## src/rtl/decode_pkg.sv

```systemverilog
// Shared decode definitions: opcode/alu_op encodings, one-hot op index
// order, special register numbers and the decoded-record layout.
package decode_pkg;

  localparam int unsigned NUM_OPS = 18;

  localparam logic [4:0] REG_RA      = 5'd31;
  localparam logic [4:0] REG_RSTATUS = 5'd30;

  typedef enum logic [4:0] {
    OPC_RTYPE = 5'd0,
    OPC_J     = 5'd1,
    OPC_BNE   = 5'd2,
    OPC_JAL   = 5'd3,
    OPC_JR    = 5'd4,
    OPC_ADDI  = 5'd5,
    OPC_BLT   = 5'd6,
    OPC_SW    = 5'd7,
    OPC_LW    = 5'd8,
    OPC_SETX  = 5'd21,
    OPC_BEX   = 5'd22
  } opcode_e;

  typedef enum logic [4:0] {
    ALU_ADD = 5'd0,
    ALU_SUB = 5'd1,
    ALU_AND = 5'd2,
    ALU_OR  = 5'd3,
    ALU_SLL = 5'd4,
    ALU_SRA = 5'd5,
    ALU_MUL = 5'd6,
    ALU_DIV = 5'd7
  } alu_e;

  // Bit positions inside the one-hot op vector.
  typedef enum logic [4:0] {
    OP_ADD  = 5'd0,
    OP_SUB  = 5'd1,
    OP_AND  = 5'd2,
    OP_OR   = 5'd3,
    OP_SLL  = 5'd4,
    OP_SRA  = 5'd5,
    OP_MUL  = 5'd6,
    OP_DIV  = 5'd7,
    OP_J    = 5'd8,
    OP_BNE  = 5'd9,
    OP_JAL  = 5'd10,
    OP_JR   = 5'd11,
    OP_ADDI = 5'd12,
    OP_BLT  = 5'd13,
    OP_SW   = 5'd14,
    OP_LW   = 5'd15,
    OP_SETX = 5'd16,
    OP_BEX  = 5'd17
  } op_idx_e;

  // Immediate and target are kept at their raw widths; extension to XLEN
  // happens when the head record is driven out.
  typedef struct packed {
    logic [NUM_OPS-1:0] ops;
    logic [4:0]         rd;
    logic [4:0]         rs;
    logic [4:0]         rt;
    logic [4:0]         shamt;
    logic [16:0]        imm;
    logic [26:0]        target;
  } decoded_t;

endpackage

```

## src/rtl/insn_field_decode.sv

```systemverilog
// Combinational instruction decode: raw 32-bit insn -> one-hot op vector
// plus effective register fields (jal/setx/bex and store/branch remaps).
module insn_field_decode
  import decode_pkg::*;
(
  input  logic [31:0] insn,
  output decoded_t    rec
);

  logic [4:0] opcode;
  logic [4:0] alu_op;

  assign opcode = insn[31:27];
  assign alu_op = insn[6:2];

  // Raw field extraction, then per-opcode op bit and register remapping.
  always_comb begin
    rec        = '0;
    rec.rd     = insn[26:22];
    rec.rs     = insn[21:17];
    rec.rt     = insn[16:12];
    rec.shamt  = insn[11:7];
    rec.imm    = insn[16:0];
    rec.target = insn[26:0];
    case (opcode)
      OPC_RTYPE: begin
        case (alu_op)
          ALU_ADD: rec.ops[OP_ADD] = 1'b1;
          ALU_SUB: rec.ops[OP_SUB] = 1'b1;
          ALU_AND: rec.ops[OP_AND] = 1'b1;
          ALU_OR:  rec.ops[OP_OR]  = 1'b1;
          ALU_SLL: rec.ops[OP_SLL] = 1'b1;
          ALU_SRA: rec.ops[OP_SRA] = 1'b1;
          ALU_MUL: rec.ops[OP_MUL] = 1'b1;
          ALU_DIV: rec.ops[OP_DIV] = 1'b1;
          default: rec.ops = '0;
        endcase
      end
      OPC_J:    rec.ops[OP_J] = 1'b1;
      OPC_BNE: begin
        rec.ops[OP_BNE] = 1'b1;
        rec.rt          = insn[26:22];
      end
      OPC_JAL: begin
        rec.ops[OP_JAL] = 1'b1;
        rec.rd          = REG_RA;
      end
      OPC_JR: begin
        rec.ops[OP_JR] = 1'b1;
        rec.rt         = insn[26:22];
      end
      OPC_ADDI: rec.ops[OP_ADDI] = 1'b1;
      OPC_BLT: begin
        rec.ops[OP_BLT] = 1'b1;
        rec.rt          = insn[26:22];
      end
      OPC_SW: begin
        rec.ops[OP_SW] = 1'b1;
        rec.rt         = insn[26:22];
      end
      OPC_LW:   rec.ops[OP_LW] = 1'b1;
      OPC_SETX: begin
        rec.ops[OP_SETX] = 1'b1;
        rec.rd           = REG_RSTATUS;
      end
      OPC_BEX: begin
        rec.ops[OP_BEX] = 1'b1;
        rec.rs          = REG_RSTATUS;
      end
      default: rec.ops = '0;
    endcase
  end

endmodule

```

## src/rtl/decode_queue_stage.sv

```systemverilog
// Decode stage with a DEPTH-entry record FIFO between fetch and register
// read. Valid/ready on both sides; flush drops queued and incoming insns.
// Optional macro DECODE_ILLEGAL_TRAP_EN adds out_illegal (ops==0 marker).
// Assumes XLEN > 27 so imm/target extension fields are non-empty.
module decode_queue_stage
  import decode_pkg::*;
#(
  parameter int unsigned XLEN  = 32,
  parameter int unsigned PC_W  = 32,
  parameter int unsigned DEPTH = 2
) (
  input  logic                         clock,
  input  logic                         reset,
  input  logic                         in_valid,
  output logic                         in_ready,
  input  logic [31:0]                  in_insn,
  input  logic [PC_W-1:0]              in_pc,
  input  logic                         flush,
  output logic                         out_valid,
  input  logic                         out_ready,
  output logic [NUM_OPS-1:0]           out_ops,
  output logic [4:0]                   out_rd,
  output logic [4:0]                   out_rs,
  output logic [4:0]                   out_rt,
  output logic [4:0]                   out_shamt,
  output logic [XLEN-1:0]              out_imm,
  output logic [XLEN-1:0]              out_target,
  output logic [PC_W-1:0]              out_pc,
  output logic [$clog2(DEPTH+1)-1:0]   count
`ifdef DECODE_ILLEGAL_TRAP_EN
  ,
  output logic                         out_illegal
`endif
);

  localparam int unsigned PTR_W = $clog2(DEPTH);
  localparam int unsigned CNT_W = $clog2(DEPTH+1);

  decoded_t         dec;
  decoded_t         rec_mem [DEPTH];
  logic [PC_W-1:0]  pc_mem  [DEPTH];
`ifdef DECODE_ILLEGAL_TRAP_EN
  logic             ill_mem [DEPTH];
`endif
  decoded_t         head;
  logic [PTR_W-1:0] wr_ptr;
  logic [PTR_W-1:0] rd_ptr;
  logic             push;
  logic             pop;

  insn_field_decode u_decode (
    .insn (in_insn),
    .rec  (dec)
  );

  // A pop in the same cycle never frees a slot for a push when full.
  assign in_ready  = (count < CNT_W'(DEPTH));
  assign out_valid = (count != '0);
  assign push      = in_valid && in_ready && !flush && !reset;
  assign pop       = out_valid && out_ready && !flush && !reset;
  assign head      = rec_mem[rd_ptr];

  // Pointer and occupancy control; reset and flush both empty the queue.
  always_ff @(posedge clock) begin
    if (reset || flush) begin
      wr_ptr <= '0;
      rd_ptr <= '0;
      count  <= '0;
    end else begin
      if (push) wr_ptr <= wr_ptr + 1'b1;
      if (pop)  rd_ptr <= rd_ptr + 1'b1;
      case ({push, pop})
        2'b10:   count <= count + 1'b1;
        2'b01:   count <= count - 1'b1;
        default: count <= count;
      endcase
    end
  end

  // Record storage; contents of unoccupied slots are never observed.
  always_ff @(posedge clock) begin
    if (push) begin
      rec_mem[wr_ptr] <= dec;
      pc_mem[wr_ptr]  <= in_pc;
`ifdef DECODE_ILLEGAL_TRAP_EN
      ill_mem[wr_ptr] <= (dec.ops == '0);
`endif
    end
  end

  // Head record drive with extension, forced to zero while empty.
  always_comb begin
    out_ops    = '0;
    out_rd     = '0;
    out_rs     = '0;
    out_rt     = '0;
    out_shamt  = '0;
    out_imm    = '0;
    out_target = '0;
    out_pc     = '0;
    if (out_valid) begin
      out_ops    = head.ops;
      out_rd     = head.rd;
      out_rs     = head.rs;
      out_rt     = head.rt;
      out_shamt  = head.shamt;
      out_imm    = {{(XLEN-17){head.imm[16]}}, head.imm};
      out_target = {{(XLEN-27){1'b0}}, head.target};
      out_pc     = pc_mem[rd_ptr];
    end
  end

`ifdef DECODE_ILLEGAL_TRAP_EN
  assign out_illegal = out_valid && ill_mem[rd_ptr];
`endif

endmodule

```

## config.mk

```make
export PLATFORM = sky130hd
export DESIGN_NAME = decode_queue_stage
export DESIGN_NICKNAME = d
export VERILOG_FILES = /design/src/rtl/decode_pkg.sv /design/src/rtl/insn_field_decode.sv /design/src/rtl/decode_queue_stage.sv
export SDC_FILE = /design/constraint.sdc
export NUM_CORES = 1
export LEC_CHECK = 0
export CAP_MARGIN = 0
export CORE_UTILIZATION = 38
export CTS_BUF_LIST = sky130_fd_sc_hd__clkbuf_16
export CTS_CLUSTER_SIZE = 10
export DETAILED_ROUTE_END_ITERATION = 8
export MAX_ROUTING_LAYER = met4
export PLACE_DENSITY_LB_ADDON = 0.2
export SYNTH_ARGS = -nofsm -noshare
export SYNTH_HDL_FRONTEND = slang
export SYNTH_HIERARCHICAL = 1
export SYNTH_SLANG_ARGS = --single-unit
```

## constraint.sdc

```tcl
create_clock -name clock -period 13.3 [get_ports clock]
set_clock_uncertainty 0.15 [all_clocks]
set_input_delay 2.66 -clock clock [delete_from_list [all_inputs] [get_ports clock]]
set_output_delay 2.66 -clock clock [all_outputs]
set_load 0.01 [all_outputs]
```

==> results.py <==
metrics = {
    "power": {
        "pwr-share-clk_pct": 41.6,
        "p_sw_mw": 0.313,
        "seqPwrFrac_pct": 52.9,
        "power_leakage_nw": 3.93,
        "power.internal_mw": 1.25,
        "ir_drop_mv": 0.0880,
        "powerDensity_nw_per_um2": 125,
        "pwr-share-comb_pct": 5.4,
        "swShare_pct": 20.1,
    },
    "clocking": {
        "cts_sinks": 233,
        "cts-hold-fix-buffers": 0,
        "cts_resized": 0,
        "clock_insertion_delay_worst_skew_ps": 520,
        "root_buffer": "clkbuf_16",
        "cts-htree-levels": 1,
        "cts_tree": "done",
        "cts.path.max_buffers": 3,
        "cts_buffers": 28,
        "post_cts_buffers": 0,
        "path_clk_slew_ps": 50,
    },
    "logic_synthesis": {
        "synth_cell_type_count": 39,
        "synth.top_cell.area_share_pct": 69.3,
        "synth_edf_count": 228,
        "syn_inst": 664,
        "syn_area_per_cell_um2": 14.9,
        "yosysTopAreaCell": "edfxtp_1",
        "yosysSeqAreaShare_pct": 70.3,
        "netlist_top_cells_area": "edfxtp_1 69%, mux2i_1 12%, buf_4 5.4%",
        "netlist_area_um2": 9880,
        "synth-seq-cells": 233,
        "synthArstFlopShare_pct": 0,
        "synth_flop_cell": "edfxtp_1",
        "ys_warn_count": 6,
    },
    "worst_setup_path": {
        "worstSetupEndpointType": "primary output",
        "reg2reg_depth": 5,
        "startpoint_type": "flop",
        "crit_chain": "buf_4, mux2i_1, nor2_1, clkdlybuf4s50_1",
        "critical_path_arrival_ps": 3470,
        "critPathRequiredTime_ps": 10490,
        "r2r-start": "count[1]$_SDFFE_PP0P_",
        "cp_slowest_stage_delay_ps": 980,
        "crit_type": "reg2out",
        "r2r-end": "rec_mem[0][3]$_DFFE_PP_",
        "critPathSlowestCell": "dfxtp_4",
        "cp_max_fo": 60,
        "rrSetupSlack_ps": 10380,
    },
    "sta": {
        "hold_viol": 0,
        "finalSetupTns_ps": 0,
        "relSlewSlack_pct": 29.7,
        "tightest_slew_ps": 1050,
        "clock.fmax_mhz": 159,
        "rsz0062_at_grt": "no",
        "hold_ws_ps": 446,
        "drv_slew": 0,
        "period_share_pct": 47.2,
        "finalSetupViolCount": 0,
        "finalCriticalPeriod_ps": 6280,
    },
    "outcome": {
        "status": "complete, no violations",
    },
    "floorplan": {
        "io_pins": 207,
        "start_util_pct": 39.0,
        "row_count": 58,
        "coreArea_um2": 25300,
        "floorplan.die_area_um2": 26600,
        "die_h_um": 163,
        "fp.dieW_um": 163,
    },
    "detailed_routing": {
        "drcViolationCount": 0,
        "antenna_left": 0,
        "wl_per_cell_um": 17.7,
        "drt_iter0_markers": 309,
        "viasPerCell": 4.85,
        "wl_um": 20400,
        "vias": 5579,
        "drtPass1Iterations": 4,
    },
    "min_path": {
        "hp-class": "reg2reg",
        "holdPathEnd": "wr_ptr$_SDFFE_PP0P_",
        "min_from": "wr_ptr$_SDFFE_PP0P_",
        "hold_depth": 2,
    },
    "flow_run": {
        "cap_viol_max_count": 0,
    },
    "placed_design": {
        "dp_hpwl_um": 12900,
        "io_buffers": 201,
        "place_area_um2": 11700,
        "globalplace.congestion": 0.815,
    },
    "global_routing": {
        "track_usage_pct": 15.5,
        "grt_remaining_overflow": 0,
        "first_global_vias": 5630,
        "antenna_found_initial": 0,
        "grt_max_degree": 77,
        "grt_pass1_wl_um": 30900,
    },
    "layout": {
        "final_cell_mix": "228 x edfxtp_1, 201 x clkdlybuf4s50_1, 130 x nor2_1, 114 x mux2i_1, 29 x clkbuf_16",
        "area_delta_synth_final_pct": 26.0,
        "final_area_um2": 12400,
        "nets": 876,
        "drive_gt1_share_pct": 6.22,
        "fill_cells": 2200,
        "diodes": 0,
        "mostFrequentLayoutCell": "edfxtp_1",
    },
}
through the flow:
step | setup slack, ps | power (mW) | utilization (%) | std cells
finish | 7020 | 1.56 | 49.1 | 1150
global route | 6740 | 1.62 | 49.1 | 1150
CTS | 6920 | 1.58 | 49.1 | 1150
detailed placement | 7480 | 0.925 | 46.0 | 1106
global placement | 7490 | 0.923 | 46.0 | 1106
floorplan | 4860 | 0.890 | - | 668
worst max-delay path, delay by kind of cell, from the launching register on:
| family | cells | cell delay (ps) |
|---|---|---|
| buffers and inverters | 2 | 1480 |
| DFF | 1 | 980 |
| muxes | 1 | 190 |
| and+or+nand+nor | 1 | 160 |
per-layer routing:
| metal | routed length (um) | up-vias | GRT usage (%) |
|---|---|---|---|
| met5 | 0 | - | - |
| met4 | 265 | 0 | 3.91 |
| met3 | 1220 | 31 | 2.56 |
| met2 | 9430 | 210 | 24.0 |
| met1 | 9470 | 2721 | 21.2 |
| li1 | - | 2617 | - |
how the worst max path moves through the flow:
stage	end	slack, ps	cells past startpoint
6_report	out_ops[0]	7020	4
5_1_grt	out_ops[0]	6740	4
4_1_cts	out_imm[9]	6920	4
3_5_place_dp	out_imm[9]	7480	4
3_3_place_gp	out_imm[9]	7490	4
2_1_floorplan	pc_mem[0][0]$_DFFE_PP_	4860	3
power by group through the flow:
stage | Sequential (mW) | Clock (mW) | Combinational (mW)
final | 0.826 | 0.649 | 0.0846
after global routing | 0.826 | 0.701 | 0.0913
after CTS | 0.826 | 0.667 | 0.0854
after detailed placement | 0.841 | 0 | 0.0849
after global placement | 0.840 | 0 | 0.0827
after floorplan | 0.841 | 0 | 0.0485
cell families (layout without fill, tap and decap cells):
kind of cell             count (synthesis)  after routing  share of synthesized area, %
AO/OA/AOI/OAI                           22             22                          1.63
adder cells (fa/ha/maj)                  1              1                         0.127
AND/OR/NAND/NOR                        185            185                          8.41
other                                    1              5                        0.0380
flip-flops                             233            233                          70.3
XOR/XNOR                                 4              4                         0.355
buffers and inverters                  104            256                          7.56
multiplexers                           114            114                          11.6
cell usage after synthesis, types with 6 or more instances:
cell type / count
buf_6: 10
buf_2: 12
mux2i_1: 114
nand2b_1: 9
nor3_1: 7
nand3_1: 6
nand2_1: 10
edfxtp_1: 228
nor2_1: 131
clkbuf_1: 6
buf_4: 71
area by class of cell:
| type | count | area, um^2 | share of cell area, % |
|---|---|---|---|
| Sequential cell | 233 | 6950 | 55.9 |
| Multi-Input combinational cell | 331 | 2220 | 17.8 |
| Timing Repair Buffer | 207 | 2060 | 16.5 |
| Clock buffer | 29 | 726 | 5.83 |
| Tap cell | 330 | 413 | 3.32 |
| Clock inverter | 15 | 62.6 | 0.503 |
| Inverter | 5 | 18.8 | 0.151 |
state kept, by name, summed over array words and instances (netlist names), named ones only:
register,count
count,2
pc_mem,64
rec_mem,164
wr_ptr,1
rd_ptr,1
(Power assumes the default switching activity.)
